File: src/rtl/stopwatch_timer_dp_pkg.sv
// Shared time-field definitions for the FND stopwatch: field widths, field limits,
// count direction and the packed time word, plus the per-tick field arithmetic.
package stopwatch_timer_dp_pkg;

    localparam int unsigned HOUR_W = 5;
    localparam int unsigned MIN_W  = 6;
    localparam int unsigned SEC_W  = 6;
    localparam int unsigned CS_W   = 7;

    localparam logic [CS_W-1:0]  CS_MAX = 7'd99;
    localparam logic [SEC_W-1:0] SM_MAX = 6'd59;

    typedef enum logic {
        MODE_UP   = 1'b0,
        MODE_DOWN = 1'b1
    } mode_e;

    // Packing order matches the 24-bit port word {hour, min, sec, cs}.
    typedef struct packed {
        logic [HOUR_W-1:0] hour;
        logic [MIN_W-1:0]  min;
        logic [SEC_W-1:0]  sec;
        logic [CS_W-1:0]   cs;
    } time_t;

    // Clamp every field of a preset to its largest legal value.
    function automatic time_t time_sat(input time_t t, input logic [HOUR_W-1:0] hour_max);
        time_t r;
        r      = t;
        r.cs   = (t.cs   > CS_MAX)   ? CS_MAX   : t.cs;
        r.sec  = (t.sec  > SM_MAX)   ? SM_MAX   : t.sec;
        r.min  = (t.min  > SM_MAX)   ? SM_MAX   : t.min;
        r.hour = (t.hour > hour_max) ? hour_max : t.hour;
        return r;
    endfunction

    function automatic logic time_is_max(input time_t t, input logic [HOUR_W-1:0] hour_max);
        return (t.cs == CS_MAX) && (t.sec == SM_MAX) && (t.min == SM_MAX) && (t.hour == hour_max);
    endfunction

    // One centisecond forward; all carries resolve in a single cycle.
    function automatic time_t time_inc(input time_t t, input logic [HOUR_W-1:0] hour_max);
        time_t r;
        r = t;
        if (t.cs != CS_MAX) begin
            r.cs = t.cs + 7'd1;
        end else begin
            r.cs = '0;
            if (t.sec != SM_MAX) begin
                r.sec = t.sec + 6'd1;
            end else begin
                r.sec = '0;
                if (t.min != SM_MAX) begin
                    r.min = t.min + 6'd1;
                end else begin
                    r.min  = '0;
                    r.hour = (t.hour == hour_max) ? '0 : t.hour + 5'd1;
                end
            end
        end
        return r;
    endfunction

    // One centisecond backward; caller guarantees the time is non-zero.
    function automatic time_t time_dec(input time_t t, input logic [HOUR_W-1:0] hour_max);
        time_t r;
        r = t;
        if (t.cs != '0) begin
            r.cs = t.cs - 7'd1;
        end else begin
            r.cs = CS_MAX;
            if (t.sec != '0) begin
                r.sec = t.sec - 6'd1;
            end else begin
                r.sec = SM_MAX;
                if (t.min != '0) begin
                    r.min = t.min - 6'd1;
                end else begin
                    r.min  = SM_MAX;
                    r.hour = (t.hour == '0) ? hour_max : t.hour - 5'd1;
                end
            end
        end
        return r;
    endfunction

endpackage

File: src/rtl/stopwatch_timer_dp_tick_prescaler.sv
// Base-tick prescaler: counts 0..DIV-1 while enabled and raises a registered
// one-cycle tick after each wrap. When disabled, both the count and a pending
// tick are held so that resuming keeps the original phase.
module tick_prescaler #(
    parameter int unsigned DIV = 10
) (
    input  logic clk,
    input  logic rst,
    input  logic i_en,
    input  logic i_sclr,
    output logic o_tick
);

    localparam int unsigned     CW   = (DIV > 1) ? $clog2(DIV) : 1;
    localparam logic [CW-1:0]   LAST = CW'(DIV - 1);

    logic [CW-1:0] cnt_q, cnt_d;
    logic          tick_q, tick_d;

    // Next count and tick: sync clear wins, otherwise advance only while enabled.
    always_comb begin
        cnt_d  = cnt_q;
        tick_d = tick_q;
        if (i_sclr) begin
            cnt_d  = '0;
            tick_d = 1'b0;
        end else if (i_en) begin
            tick_d = (cnt_q == LAST);
            cnt_d  = (cnt_q == LAST) ? '0 : cnt_q + CW'(1);
        end
    end

    // Prescaler state registers.
    always_ff @(posedge clk or posedge rst) begin
        if (rst) begin
            cnt_q  <= '0;
            tick_q <= 1'b0;
        end else begin
            cnt_q  <= cnt_d;
            tick_q <= tick_d;
        end
    end

    assign o_tick = tick_q;

endmodule

File: src/rtl/stopwatch_timer_dp.sv
// Stopwatch / countdown timekeeping datapath: h:m:s.cs counter with up/down
// modes, saturating preset load, lap capture and wrap/done/expired flags.
module stopwatch_timer_dp
    import stopwatch_timer_dp_pkg::*;
#(
    parameter int unsigned CLK_HZ   = 100_000_000,
    parameter int unsigned TICK_HZ  = 100,
    parameter int unsigned HOUR_MOD = 24
) (
    input  logic        clk,
    input  logic        rst,
    input  logic        i_run,
    input  logic        i_clear,
    input  logic        i_mode,
    input  logic        i_load,
    input  logic [23:0] i_preset,
    input  logic        i_lap,
    output logic [23:0] o_time,
    output logic [23:0] o_lap,
    output logic        o_lap_valid,
    output logic        o_wrap,
    output logic        o_done,
    output logic        o_expired
);

    localparam int unsigned       DIV      = CLK_HZ / TICK_HZ;
    localparam logic [HOUR_W-1:0] HOUR_MAX = HOUR_W'(HOUR_MOD - 1);

    time_t time_q, time_d;
    time_t lap_q, lap_d;
    logic  lap_valid_q, lap_valid_d;
    logic  wrap_q, wrap_d;
    logic  done_q, done_d;
    logic  expired_q, expired_d;

    logic  tick;
    mode_e mode;

    assign mode = mode_e'(i_mode);

    // Clear and load both restart the tick phase from zero.
    tick_prescaler #(
        .DIV (DIV)
    ) u_prescaler (
        .clk    (clk),
        .rst    (rst),
        .i_en   (i_run),
        .i_sclr (i_clear | i_load),
        .o_tick (tick)
    );

    // Next time, lap and flag values: clear > load > tick update; lap runs alongside load/tick.
    always_comb begin
        time_d      = time_q;
        lap_d       = lap_q;
        lap_valid_d = 1'b0;
        wrap_d      = 1'b0;
        done_d      = 1'b0;
        expired_d   = expired_q;
        if (i_clear) begin
            time_d    = '0;
            lap_d     = '0;
            expired_d = 1'b0;
        end else begin
            if (i_lap) begin
                lap_d       = time_q;
                lap_valid_d = 1'b1;
            end
            if (i_load) begin
                time_d    = time_sat(time_t'(i_preset), HOUR_MAX);
                expired_d = 1'b0;
            end else if (tick && i_run) begin
                if (mode == MODE_UP) begin
                    time_d = time_inc(time_q, HOUR_MAX);
                    wrap_d = time_is_max(time_q, HOUR_MAX);
                end else if (time_q != '0) begin
                    time_d = time_dec(time_q, HOUR_MAX);
                    if (time_q == time_t'(24'd1)) begin
                        done_d    = 1'b1;
                        expired_d = 1'b1;
                    end
                end
            end
        end
    end

    // Time, lap and flag registers; flags land in the same cycle as the new time.
    always_ff @(posedge clk or posedge rst) begin
        if (rst) begin
            time_q      <= '0;
            lap_q       <= '0;
            lap_valid_q <= 1'b0;
            wrap_q      <= 1'b0;
            done_q      <= 1'b0;
            expired_q   <= 1'b0;
        end else begin
            time_q      <= time_d;
            lap_q       <= lap_d;
            lap_valid_q <= lap_valid_d;
            wrap_q      <= wrap_d;
            done_q      <= done_d;
            expired_q   <= expired_d;
        end
    end

    assign o_time      = time_q;
    assign o_lap       = lap_q;
    assign o_lap_valid = lap_valid_q;
    assign o_wrap      = wrap_q;
    assign o_done      = done_q;
    assign o_expired   = expired_q;

endmodule

File: config.mk
export PLATFORM = sky130hd
export DESIGN_NAME = stopwatch_timer_dp
export DESIGN_NICKNAME = d
export VERILOG_FILES = /design/src/rtl/stopwatch_timer_dp_pkg.sv /design/src/rtl/stopwatch_timer_dp_tick_prescaler.sv /design/src/rtl/stopwatch_timer_dp.sv
export SDC_FILE = /design/constraint.sdc
export NUM_CORES = 1
export LEC_CHECK = 0
export BUFFER_PORTS_ARGS = -buffer_cell sky130_fd_sc_hd__buf_2
export CAP_MARGIN = 20
export CORE_ASPECT_RATIO = 1.2
export CORE_MARGIN = 1.5
export CORE_UTILIZATION = 35
export DETAILED_ROUTE_END_ITERATION = 10
export GPL_TIMING_DRIVEN = 0
export PLACE_DENSITY = 0.67
export SLEW_MARGIN = 10
export SYNTH_ARGS = -nofsm -noshare
export SYNTH_HDL_FRONTEND = slang
export SYNTH_SLANG_ARGS = --single-unit
File: constraint.sdc
create_clock -name clk -period 2.6 [get_ports clk]
set_input_delay 0 -clock clk [delete_from_list [all_inputs] [get_ports clk]]
set_output_delay 0 -clock clk [all_outputs]
set_load 0.02 [all_outputs]
== Word-level counts from Yosys, hierarchy flattened ==
Index checks and enable logic that the tools add are counted.
Word-level totals
  register bits after elaboration: 73
  input port bits: 31
  output and inout port bits: 52
Operators by class
  $add $sub $neg: 9
  $lt $le $gt $ge: 4
  equal/unequal tests: 16
  muxes and demuxes: 48
  bitwise gates (word level): 1
  reductions and logical operators: 20
Operator list (count)
  $mux W24: 7
  $mux W20: 3
  $mux W6: 6
  $mux W17: 2
  $mux W5: 5
  $eq A24 B1 Y1 const B: 1
  $ne A4 B4 Y1 const B: 6
  $reduce_bool A24 Y1: 1
  $mux W11: 2
  $mux W7: 3
  $add A20 B1 Y20 const B: 1
  $eq A20 B20 Y1 const B: 1
  $mux W1: 20
  $add A6 B1 Y6 const B: 2
  $eq A6 B6 Y1 const B: 2
  $gt A6 B6 Y1 const B: 2
  $ne A6 B6 Y1 const B: 2
  $reduce_bool A3 Y1: 4
  $reduce_bool A6 Y1: 2
  $sub A6 B1 Y6 const B: 2
  $reduce_and A4 Y1: 2
  $reduce_and A8 Y1: 1
  $add A7 B1 Y7 const B: 1
  $eq A7 B7 Y1 const B: 1
  other kinds (15): 19

== Longest topological paths before layout ==
Gate-level depths: netlist of the first run.
  word-level depth: 10
  depth in mapped cells: 9
  mapped depth without buffers: 7

== Hierarchy ==
From an unflattened synthesis of the first run, not the netlist that was laid out.
Unflattened totals
  cells, all modules: 565
  area, all modules: 4827.1 µm²
By module, submodules not included
  stopwatch_timer_dp: times used 1, cells an instance 434, area each 3595.9 µm²
  tick_prescaler: times used 1, cells an instance 131, area each 1231.2 µm²

== Worst setup path after synthesis of the first run ==
OpenSTA, ideal clock, no wires.
  path type: register to register
  start: reg time_q (netlist bit o_time[0])
  end: reg time_q (netlist bit o_time[10])
  library setup time: 0.125 ns
  arrival time: 2.407 ns
  required time: 2.475 ns
  path slack: 0.068 ns
  cell stages (with the launch flop): 10
  buffers on the path: 2
  path through: dfrtp_1 > clkbuf_1 > inv_1 > ha_1 > or3b_1 > nand4bb_4 > nor2_4 > or2_1 > buf_6 > mux2_4
On the way
  word-level cells in the longest chain between the ends: 3
  elaborated cells on any way between the ends: 7
  classes of those cells: eq/ne: 4; reduce/logical: 3
RTL lines
  start, declared: RTL line stopwatch_timer_dp.sv:29  | time_t time_q, time_d;
  start signal, assigned: RTL line stopwatch_timer_dp.sv:97  | time_q <= time_d;
  $reduce_bool A24 Y1, or another cell as far along: RTL line stopwatch_timer_dp.sv:76  | end else if (time_q != '0) begin
  $ne A4 B2 Y1 (no source line) or $ne A4 B4 Y1 (tied branches)
  $reduce_and A4 Y1 (no source line) (*)
Mark *: on every way between the ends. The rest lies on a longest branch, timed or not.
A chain may end at the register's enable or synchronous reset.

== Final worst setup path of the first run ==
  start: reg time_q (netlist bit o_time[0])
  end: reg time_q (netlist bit o_time[22])
On the way
  word-level cells in the longest chain between the ends: 3
  elaborated cells on any way between the ends: 7
  classes of those cells: eq/ne: 4; reduce/logical: 3
RTL lines (RTL line)
  $reduce_bool A24 Y1, or another cell as far along: stopwatch_timer_dp.sv:76
  $ne A4 B2 Y1 (no source line) or $ne A4 B4 Y1 (tied branches)
  $reduce_and A8 Y1 (no source line) (*)
Marks and branches as above.

==> flow_metrics.env, run 1 <==
export IMPL_outcome="complete, no violations"
export IMPL_cts_tree="done"
export IMPL_antenna_found_initial=0
export IMPL_synth_net_count=559
export IMPL_grt_start_max_net_pins=51
export IMPL_reg2reg_slack_ps=120
export IMPL_worstPathArrival_ps=2700
export IMPL_hold_viol_final=0
export IMPL_instances_no_fill=792
export IMPL_synthArstFlopShare_pct=100
export IMPL_worstSetupPathType="flip-flop to flip-flop"
export IMPL_ctsHtreeMaxLevel=3
export IMPL_required_ps=2820
export IMPL_post_route_min_period_ps=2480
export IMPL_synth_area_um2=4740
export IMPL_final_cell_mix="85 x buf_2, 71 x dfrtp_1, 67 x nor2_1"
export IMPL_grt_remaining_overflow=0
export IMPL_ios=83
export IMPL_yosysTopAreaCell="dfrtp_1"
export IMPL_slew_headroom_pct=35.3
export IMPL_setup_viol=0
export IMPL_vias=4384
export IMPL_drive_above_1_share_pct=23.4
export IMPL_synth_edf_count=0
export IMPL_post_drt_wl_per_cell_um=17.6
export IMPL_dp_slack_ps=-190
export IMPL_io_buffers=80
export IMPL_numCtsBuffers=9
export IMPL_place_area_um2=5380
export IMPL_worst_setup_path_end_kind="flip-flop"
export IMPL_yosys_warnings=0
export IMPL_clock_skew_final_ps=10.5
export IMPL_drv_cap=0
export IMPL_tns_ps=0
export IMPL_utilization_pct=44.0
export IMPL_whs_ps=24.6
export IMPL_routed_wl_mm=14.0
export IMPL_switching_share_pct=31.8
export IMPL_die_h_um=131
export IMPL_powerDensity_nw_per_um2=629
export IMPL_finalCritPeriodShare_pct=95.4
export IMPL_layout_nets=661
export IMPL_grt_pass1_wl_mm=22.2
export IMPL_antenna_left=0
export IMPL_ys_seq_elements=73
export IMPL_crit_path_max_fanout=13
export IMPL_clkSlewWorstSetupHoldPaths_ps=60
export IMPL_hold_class="input pin to flip-flop"
export IMPL_synth_top_area_share_pct=38.5
export IMPL_rsz0062_at_grt="false"
export IMPL_power_frac_seq_pct=36.1
export IMPL_gp_congestion=0.918
export IMPL_fin_area_um2=5820
export IMPL_vias_per_cell=5.54
export IMPL_die_area_um2=14300
export IMPL_synth_top_cells_by_area="dfrtp_1 39%, mux2i_1 6.3%, nor2_1 5.3%"
export IMPL_rows=46
export IMPL_placedCellCount=766
export IMPL_p_comb_share_pct=26.4
export IMPL_p_switching_mw=1.16
export IMPL_coreArea_um2=13200
export IMPL_n_antenna_cell=0
export IMPL_dr_pass1_iters=4
export IMPL_worst_slack_ps=119
export IMPL_n_fill_cell=1303
export IMPL_avgSynthCellArea_um2=9.17
export IMPL_cts_max_path_buffers=2
export IMPL_synth_seq_area_share_pct=38.5
export IMPL_netlist_instances=517
export IMPL_yosys_cell_types_count=74
export IMPL_die_w_um=109
export IMPL_gr_usage_all_layers_pct=20.1
export IMPL_initial_utilization_pct=35.8
export IMPL_worst_pin_slew_ps=971
export IMPL_clock_sinks=73
export IMPL_synth_main_ff_cell="dfrtp_1"
export IMPL_intPower_mw=2.50
export IMPL_max_freq_ghz=0.403
export IMPL_worstSkewPairLatency_ps=340
export IMPL_power_frac_clock_pct=37.5
export IMPL_drtIter0Drc=216
export IMPL_root_buffer="clkbuf_16"
export IMPL_p_leak_nw=2.66
export IMPL_critPathLaunchType="flip-flop"
export IMPL_hpwl_mm=10.3
export IMPL_vdd_drop_max_uv=307
export IMPL_power_mw=3.66
export IMPL_areaGrowthSynthToFinish_pct=22.8
export IMPL_slew_violations=0
export IMPL_grt_pass1_vias=4361
export IMPL_drc=0
export IMPL_final_common_cell="buf_2"
synth_stat cells, drive strengths merged, types with 8 or more instances:
cell,n
mux2i,30
buf,20
nand2,34
xnor2,16
ha,11
inv,20
nand3,21
nor3,19
xor2,19
nor2,69
a21oi,22
dfrtp,73
o21ai,31
clkbuf,14
nand4,8
power groups by stage:
stage	Sequential, mW	Clock [mW]	Combinational, mW
floorplan	1.40	0	0.596
global placement	1.32	0	0.939
detailed placement	1.32	0	0.964
CTS	1.31	1.40	0.977
global route	1.33	1.45	1.06
finish	1.32	1.37	0.969
metal layers:
| layer | GRT usage (%) | up-vias | wire, µm |
|---|---|---|---|
| met5 | 0 | - | 0 |
| met4 | 10.3 | 0 | 550 |
| met3 | 3.27 | 39 | 659 |
| met2 | 34.7 | 148 | 6940 |
| met1 | 24.1 | 2132 | 5820 |
| li1 | - | 2065 | - |
worst paths after layout:
kind | start | endpoint | cells after the start
max reg2reg | o_time[0] | o_time[22] | 7
max | o_time[0] | o_time[22] | 7
min reg2reg | o_expired | o_expired | 1
min in group asynchronous | rst | o_time[22] | 3
max in group asynchronous | rst | o_lap[13] | 4
min | i_preset[8] | o_time[8] | 3
cell type report:
cell class,instances,area [µm²],area share (%)
sequential,73,1830,31.4
buffer,33,208,3.57
multi-input combinational,386,2630,45.1
clock buffer,14,264,4.53
clock inverter,2,60.1,1.03
timing repair buffer,94,541,9.28
inverter,22,85.1,1.46
tap,168,210,3.61
cells by family (layout without fill, tap and decap cells):
family / after synthesis / in the layout / share of synthesized area, %
and+or+nand+nor: 188 / 188 / 20.1
AOI/OAI and AO/OA: 115 / 115 / 17.6
DFF: 73 / 73 / 38.5
buffers and inverters: 58 / 165 / 6.36
muxes: 37 / 37 / 8.07
xor gates and xnor gates: 35 / 35 / 6.46
adders and majority gates: 11 / 11 / 2.90
sequential cells by signal (all words and copies together), names as in the netlist:
name                cells
o_time                 24
o_done                  1
o_lap_valid             1
o_wrap                  1
u_prescaler.cnt_q      20
o_expired               1
o_lap                  24
u_prescaler.o_tick      1
critical path, cell delays in order (launching register included):
cell,delay [ps]
dfrtp_2,510
inv_1,120
ha_1,190
or3b_4,430
nor2_1,160
a41oi_2,220
a211oi_4,350
mux2_2,390
repair_timing:
action | 4_1_cts | 5_1_grt
setup endpoints to repair | 22 | 13
hold buffers | 6 | 0
resized for setup | 3 | 2
hold endpoints to repair | 64 | 0
buffers inserted | 7 | 0
gates cloned | 0 | 0
pin swaps | 4 | 1
(Power assumes the default switching activity.)
==> run 2: changes to the inputs <==
- ABC_AREA: unset -> 1
==> flow_metrics.env, run 2 <==
export IMPL_areaGrowthSynthToFinish_pct=21.4
export IMPL_hold_viol_final=0
export IMPL_r2r_end="o_time[8]"
export IMPL_rsz0062_at_grt="false"
export IMPL_synth_net_count=722
export IMPL_max_freq_ghz=0.491
export IMPL_clock_skew_final_ps=8.37
export IMPL_power_mw=3.79
export IMPL_reg2reg_from="o_time[0]"
export IMPL_worstHoldEndpoint="o_expired"
export IMPL_io_buffers=81
export IMPL_ys_seq_elements=73
export IMPL_n_antenna_cell=0
export IMPL_grt_pass1_vias=4740
export IMPL_vias=4917
export IMPL_grt_start_max_net_pins=54
export IMPL_fin_area_um2=5830
export IMPL_slew_headroom_pct=57.0
export IMPL_place_area_um2=5450
export IMPL_worst_setup_path_end_kind="flip-flop"
export IMPL_required_ps=2870
export IMPL_gp_congestion=0.874
export IMPL_yosysMostFrequentCell="nand2_1"
export IMPL_reg2reg_slack_ps=560
export IMPL_die_w_um=110
export IMPL_clock_sinks=73
export IMPL_grt_use_met1_pct=26.3
export IMPL_instances_no_fill=949
export IMPL_critPathLaunchType="flip-flop"
export IMPL_post_drt_wl_per_cell_um=15.1
export IMPL_worst_pin_slew_ps=645
export IMPL_ios=83
export IMPL_root_buffer="clkbuf_16"
export IMPL_utilization_pct=43.9
export IMPL_p_leak_nw=2.97
export IMPL_worst_slack_ps=564
export IMPL_netlist_instances=680
export IMPL_synth_main_ff_cell="dfrtp_1"
export IMPL_hpwl_mm=10.5
export IMPL_dr_pass1_iters=5
export IMPL_numCtsBuffers=9
export IMPL_whs_ps=5.47
export IMPL_synthArstFlopShare_pct=100
export IMPL_initial_utilization_pct=36.1
export IMPL_drv_cap=0
export IMPL_synth_common_cells="169 x nand2_1, 98 x nand3_1, 74 x nor2_1"
export IMPL_use_met3_pct=3.42
export IMPL_drive_above_1_share_pct=18.2
export IMPL_synth_edf_count=0
export IMPL_synth_top_cells_by_area="dfrtp_1 38%, nand2_1 13%, nand3_1 10%"
export IMPL_grt_pass1_wl_mm=23.4
export IMPL_gr_usage_all_layers_pct=20.9
export IMPL_crit_path_max_fanout=8
export IMPL_avgSynthCellArea_um2=7.07
export IMPL_synth_area_um2=4800
export IMPL_coreArea_um2=13300
export IMPL_clkSlewWorstSetupHoldPaths_ps=60
export IMPL_drc=0
export IMPL_finalCritPeriodShare_pct=78.3
export IMPL_synth_seq_area_share_pct=38.0
export IMPL_min_from="i_load"
export IMPL_worstPathArrival_ps=2300
export IMPL_final_common_cell="nand2_1"
export IMPL_setup_viol=0
export IMPL_hold_class="input pin to flip-flop"
export IMPL_slew_violations=0
export IMPL_cts_tree="done"
export IMPL_grt_remaining_overflow=0
export IMPL_ff2ff_path_depth=10
export IMPL_worstSetupPathType="flip-flop to flip-flop"
export IMPL_worstSkewPairLatency_ps=350
export IMPL_yosys_cell_types_count=40
export IMPL_outcome="complete, no violations"
export IMPL_die_area_um2=14400
export IMPL_layout_nets=820
export IMPL_yosysTopAreaCell="dfrtp_1"
export IMPL_antenna_found_initial=0
export IMPL_vias_per_cell=5.18
export IMPL_placedCellCount=930
export IMPL_vdd_drop_max_uv=338
export IMPL_rows=46
export IMPL_drtIter0Drc=344
export IMPL_synth_top_area_share_pct=38.0
export IMPL_tns_ps=0
export IMPL_whs_path_depth=4
export IMPL_ctsHtreeMaxLevel=3
export IMPL_met2_usage_pct=34.8
export IMPL_post_route_min_period_ps=2040
export IMPL_final_cell_mix="169 x nand2_1, 98 x nand3_1, 87 x buf_2"
export IMPL_yosys_warnings=0
export IMPL_grt_busiest_layer="met2"
export IMPL_antenna_left=0
export IMPL_dp_slack_ps=621
export IMPL_powerDensity_nw_per_um2=650
export IMPL_die_h_um=131
export IMPL_routed_wl_mm=14.4
export IMPL_cts_max_path_buffers=2
-- run 2: changes by cell type in the layout (fill, tap and decap cells not counted), moves of 8 or more --
| cell | before | now |
|---|---|---|
| inv_2 | 0 | 8 |
| mux2i_1 | 30 | 0 |
| xnor2_1 | 16 | 3 |
| o21ai_0 | 27 | 50 |
| o21ai_1 | 1 | 9 |
| nand3_1 | 21 | 98 |
| inv_1 | 19 | 54 |
| nand2_1 | 34 | 169 |
-- run 2: worst max-delay path, cell delays in order, from the launching register on --
cell and delay [ps]:
dfrtp_1 480, inv_1 200, ha_1 200, inv_1 70
nor2_4 120, nand2_1 80, nand3_1 110, nand3_1 110
nor2_2 260, nand2_1 150, o21ai_1 160
-- run 2: timing repair --
item                                   CTS  global route
resized for setup                        0             0
buffers inserted                         0             0
endpoints found under the hold margin   77             0
setup endpoints to repair                0             0
hold buffers                             5             0
-- run 2: cells by family (layout without fill, tap and decap cells) --
| kind of cell | count (synthesis) | count (layout) | synth area share (%) |
|---|---|---|---|
| AOI/OAI and AO/OA | 98 | 98 | 11.1 |
| xor gates and xnor gates | 15 | 15 | 2.73 |
| adders and majority gates | 11 | 11 | 2.86 |
| buffers and inverters | 89 | 190 | 7.81 |
| DFF | 73 | 73 | 38.0 |
| and+or+nand+nor | 394 | 394 | 37.4 |
-- run 2: report_power, final --
| group | switching (mW) | total [mW] | internal (mW) |
|---|---|---|---|
| Sequential | 0.120 | 1.34 | 1.22 |
| Clock | 0.507 | 1.44 | 0.928 |
| Combinational | 0.670 | 1.01 | 0.341 |
| Total | 1.30 | 3.79 | 2.49 |
-- run 2: final cells by class --
| class | instances | area (µm²) |
|---|---|---|
| fill | 1399 | 7460 |
| multi-input combinational | 518 | 2600 |
| sequential | 73 | 1830 |
| timing repair buffer | 87 | 483 |
| inverter | 65 | 246 |
| clock buffer | 9 | 225 |
| tap | 168 | 210 |
| buffer | 24 | 131 |
| clock inverter | 5 | 106 |
-- run 2: layer usage --
| layer | up-vias | wire length, µm |
|---|---|---|
| li1 | 2445 | - |
| met1 | 2289 | 5980 |
| met2 | 156 | 7250 |
| met3 | 27 | 782 |
| met4 | 0 | 345 |
| met5 | - | 0 |
-- run 2: worst max path at each step --
stage | to | start | depth (start not counted) | slack, ps
finish | o_time[8] | o_time[0] | 10 | 560
global route | o_time[12] | o_time[0] | 10 | 430
CTS | o_time[8] | o_time[0] | 10 | 600
detailed placement | o_time[8] | o_time[0] | 10 | 620
global placement | o_time[8] | rst | 2 | -290
floorplan | o_done | rst | 1 | 750
==> run 3: changes to the inputs <==
- ABC_AREA: 1 -> 0
- PLACE_DENSITY: 0.67 -> 0.65
- clock period: 2.6 -> 2.05 ns (I/O delays scaled with it)
==> flow_metrics.env, run 3 (synthesis results as in run 1) <==
export IMPL_hold_viol_final=0
export IMPL_drive_above_1_share_pct=31.2
export IMPL_slowest_stage="dfrtp_2"
export IMPL_required_ps=2280
export IMPL_path_delay_family="simple AND/OR/NAND/NOR gates"
export IMPL_worstSetupPathType="flip-flop to flip-flop"
export IMPL_worst_path_buf_inv=4
export IMPL_grt_pass1_vias=4562
export IMPL_slew_headroom_pct=34.0
export IMPL_p_comb_share_pct=30.2
export IMPL_finalCritPeriodShare_pct=112
export IMPL_placedCellCount=766
export IMPL_setup_viol=24
export IMPL_dp_slack_ps=-542
export IMPL_hold_class="input pin to flip-flop"
export IMPL_drc=0
export IMPL_worst_pin_slew_ps=977
export IMPL_cts_tree="done"
export IMPL_clock_sinks=73
export IMPL_fin_area_um2=6330
export IMPL_die_area_um2=14300
export IMPL_intPower_mw=3.18
export IMPL_rows=46
export IMPL_drtIter0Drc=354
export IMPL_clock_skew_final_ps=5.82
export IMPL_reg2reg_slack_ps=-250
export IMPL_switching_share_pct=33.0
export IMPL_n_antenna_cell=0
export IMPL_io_buffers=80
export IMPL_gr_usage_all_layers_pct=21.0
export IMPL_drv_cap=0
export IMPL_outcome="finished with violations"
export IMPL_root_buffer="clkbuf_16"
export IMPL_p_switching_mw=1.56
export IMPL_max_freq_ghz=0.435
export IMPL_path_cells="clkbuf_16, clkinv_8, ha_4, or3b_4, nand4bb_4, nor2_4, buf_12, nor3_4, buf_12, mux2_4"
export IMPL_post_route_min_period_ps=2300
export IMPL_antenna_left=0
export IMPL_worst_setup_path_end_kind="flip-flop"
export IMPL_die_h_um=131
export IMPL_grt_pass1_wl_mm=23.1
export IMPL_clkSlewWorstSetupHoldPaths_ps=60
export IMPL_final_common_cell="buf_2"
export IMPL_hpwl_mm=10.1
export IMPL_place_area_um2=5440
export IMPL_power_mw=4.74
export IMPL_layout_nets=684
export IMPL_final_cell_mix="83 x buf_2, 68 x dfrtp_1, 66 x nor2_1"
export IMPL_critPathLaunchType="flip-flop"
export IMPL_routed_wl_mm=14.8
export IMPL_vias=4625
export IMPL_ios=83
export IMPL_die_w_um=109
export IMPL_power_frac_seq_pct=35.1
export IMPL_initial_utilization_pct=35.8
export IMPL_slowest_delay_ps=420
export IMPL_coreArea_um2=13200
export IMPL_crit_path_max_fanout=6
export IMPL_post_drt_wl_per_cell_um=18.1
export IMPL_gp_congestion=0.918
export IMPL_vias_per_cell=5.67
export IMPL_grt_start_max_net_pins=57
export IMPL_numCtsBuffers=9
export IMPL_vdd_drop_max_uv=372
export IMPL_violations="negative setup slack"
export IMPL_powerDensity_nw_per_um2=749
export IMPL_power_frac_clock_pct=34.7
export IMPL_dr_pass1_iters=7
export IMPL_worstSkewPairLatency_ps=340
export IMPL_crit_top_cell="buf_12"
export IMPL_antenna_found_initial=0
export IMPL_cts_max_path_buffers=2
export IMPL_slew_violations=0
export IMPL_rsz0062_at_grt="true"
export IMPL_grt_remaining_overflow=0
export IMPL_instances_no_fill=815
export IMPL_n_fill_cell=1269
export IMPL_p_leak_nw=2.89
export IMPL_ctsHtreeMaxLevel=3
export IMPL_worstPathArrival_ps=2530
export IMPL_worst_slack_ps=-249
export IMPL_areaGrowthSynthToFinish_pct=33.5
[run 3: changes by cell type in the layout (fill, tap and decap cells not counted), sizes merged, moves of 13 or more]
| cell | change |
|---|---|
| nand2 | -139 |
| mux2i | +30 |
| xnor2 | +13 |
| inv | -44 |
| nand3 | -78 |
| buf | +35 |
| nor2 | -17 |
| o21ai | -29 |
[run 3: repair_timing]
item                                    CTS  global route
gates cloned                              1             0
gates resized for setup                  45            22
pin swaps                                23            20
endpoints found under the setup margin   37            41
hold endpoints to repair                 77             0
buffers inserted                         18            11
hold buffers                              5             0
[run 3: per-layer routing]
layer	part of all wire, %	vias up	track usage (%)
li1	-	2111	-
met1	39	2268	24.6
met2	51	201	36.7
met3	7.0	45	4.22
met4	3.0	0	9.78
met5	0	-	0
[run 3: area by class of cell]
cell class,count,area (µm²),area share (%)
repair buffers,115,751,11.9
flip-flops and latches,73,1830,29.0
inverters,22,103,1.62
plain buffers,35,256,4.05
clock inverters,2,35.0,0.554
multi-input cells,386,2870,45.3
well taps,168,210,3.32
clock buffers,14,274,4.33
[run 3: worst paths after layout]
path	start	to	cells after the start
worst min register to register	o_expired	o_expired	1
worst min-delay path	i_preset[7]	o_time[7]	3
min in group asynchronous	rst	o_lap[22]	3
worst max register to register	o_time[0]	o_time[17]	10
max in group asynchronous	rst	o_time[8]	4
worst max-delay path	o_time[0]	o_time[17]	10
[run 3: through the flow]
stage / util (%) / hold slack (ps) / setup TNS, ps
after global routing: 47.8 / 37.4 / -4820
after CTS: 46.3 / 3.32 / -4120
after floorplan: - / 159 / -3120
after detailed placement: 41.1 / -26.7 / -10980
final: 47.8 / 11.7 / -3430
after global placement: 40.9 / 302 / -69370
[run 3: power by group through the flow]
stage	logic (mW)	registers, mW	clock network (mW)
finish	1.43	1.66	1.65
global placement	1.23	1.67	0
floorplan	0.785	1.77	0
detailed placement	1.25	1.67	0
global route	1.55	1.68	1.74
CTS	1.37	1.65	1.66
[run 3: worst min-delay path: stages]
cell	delay, ps
buf_2	110
nor2_1	120
o41ai_2	90
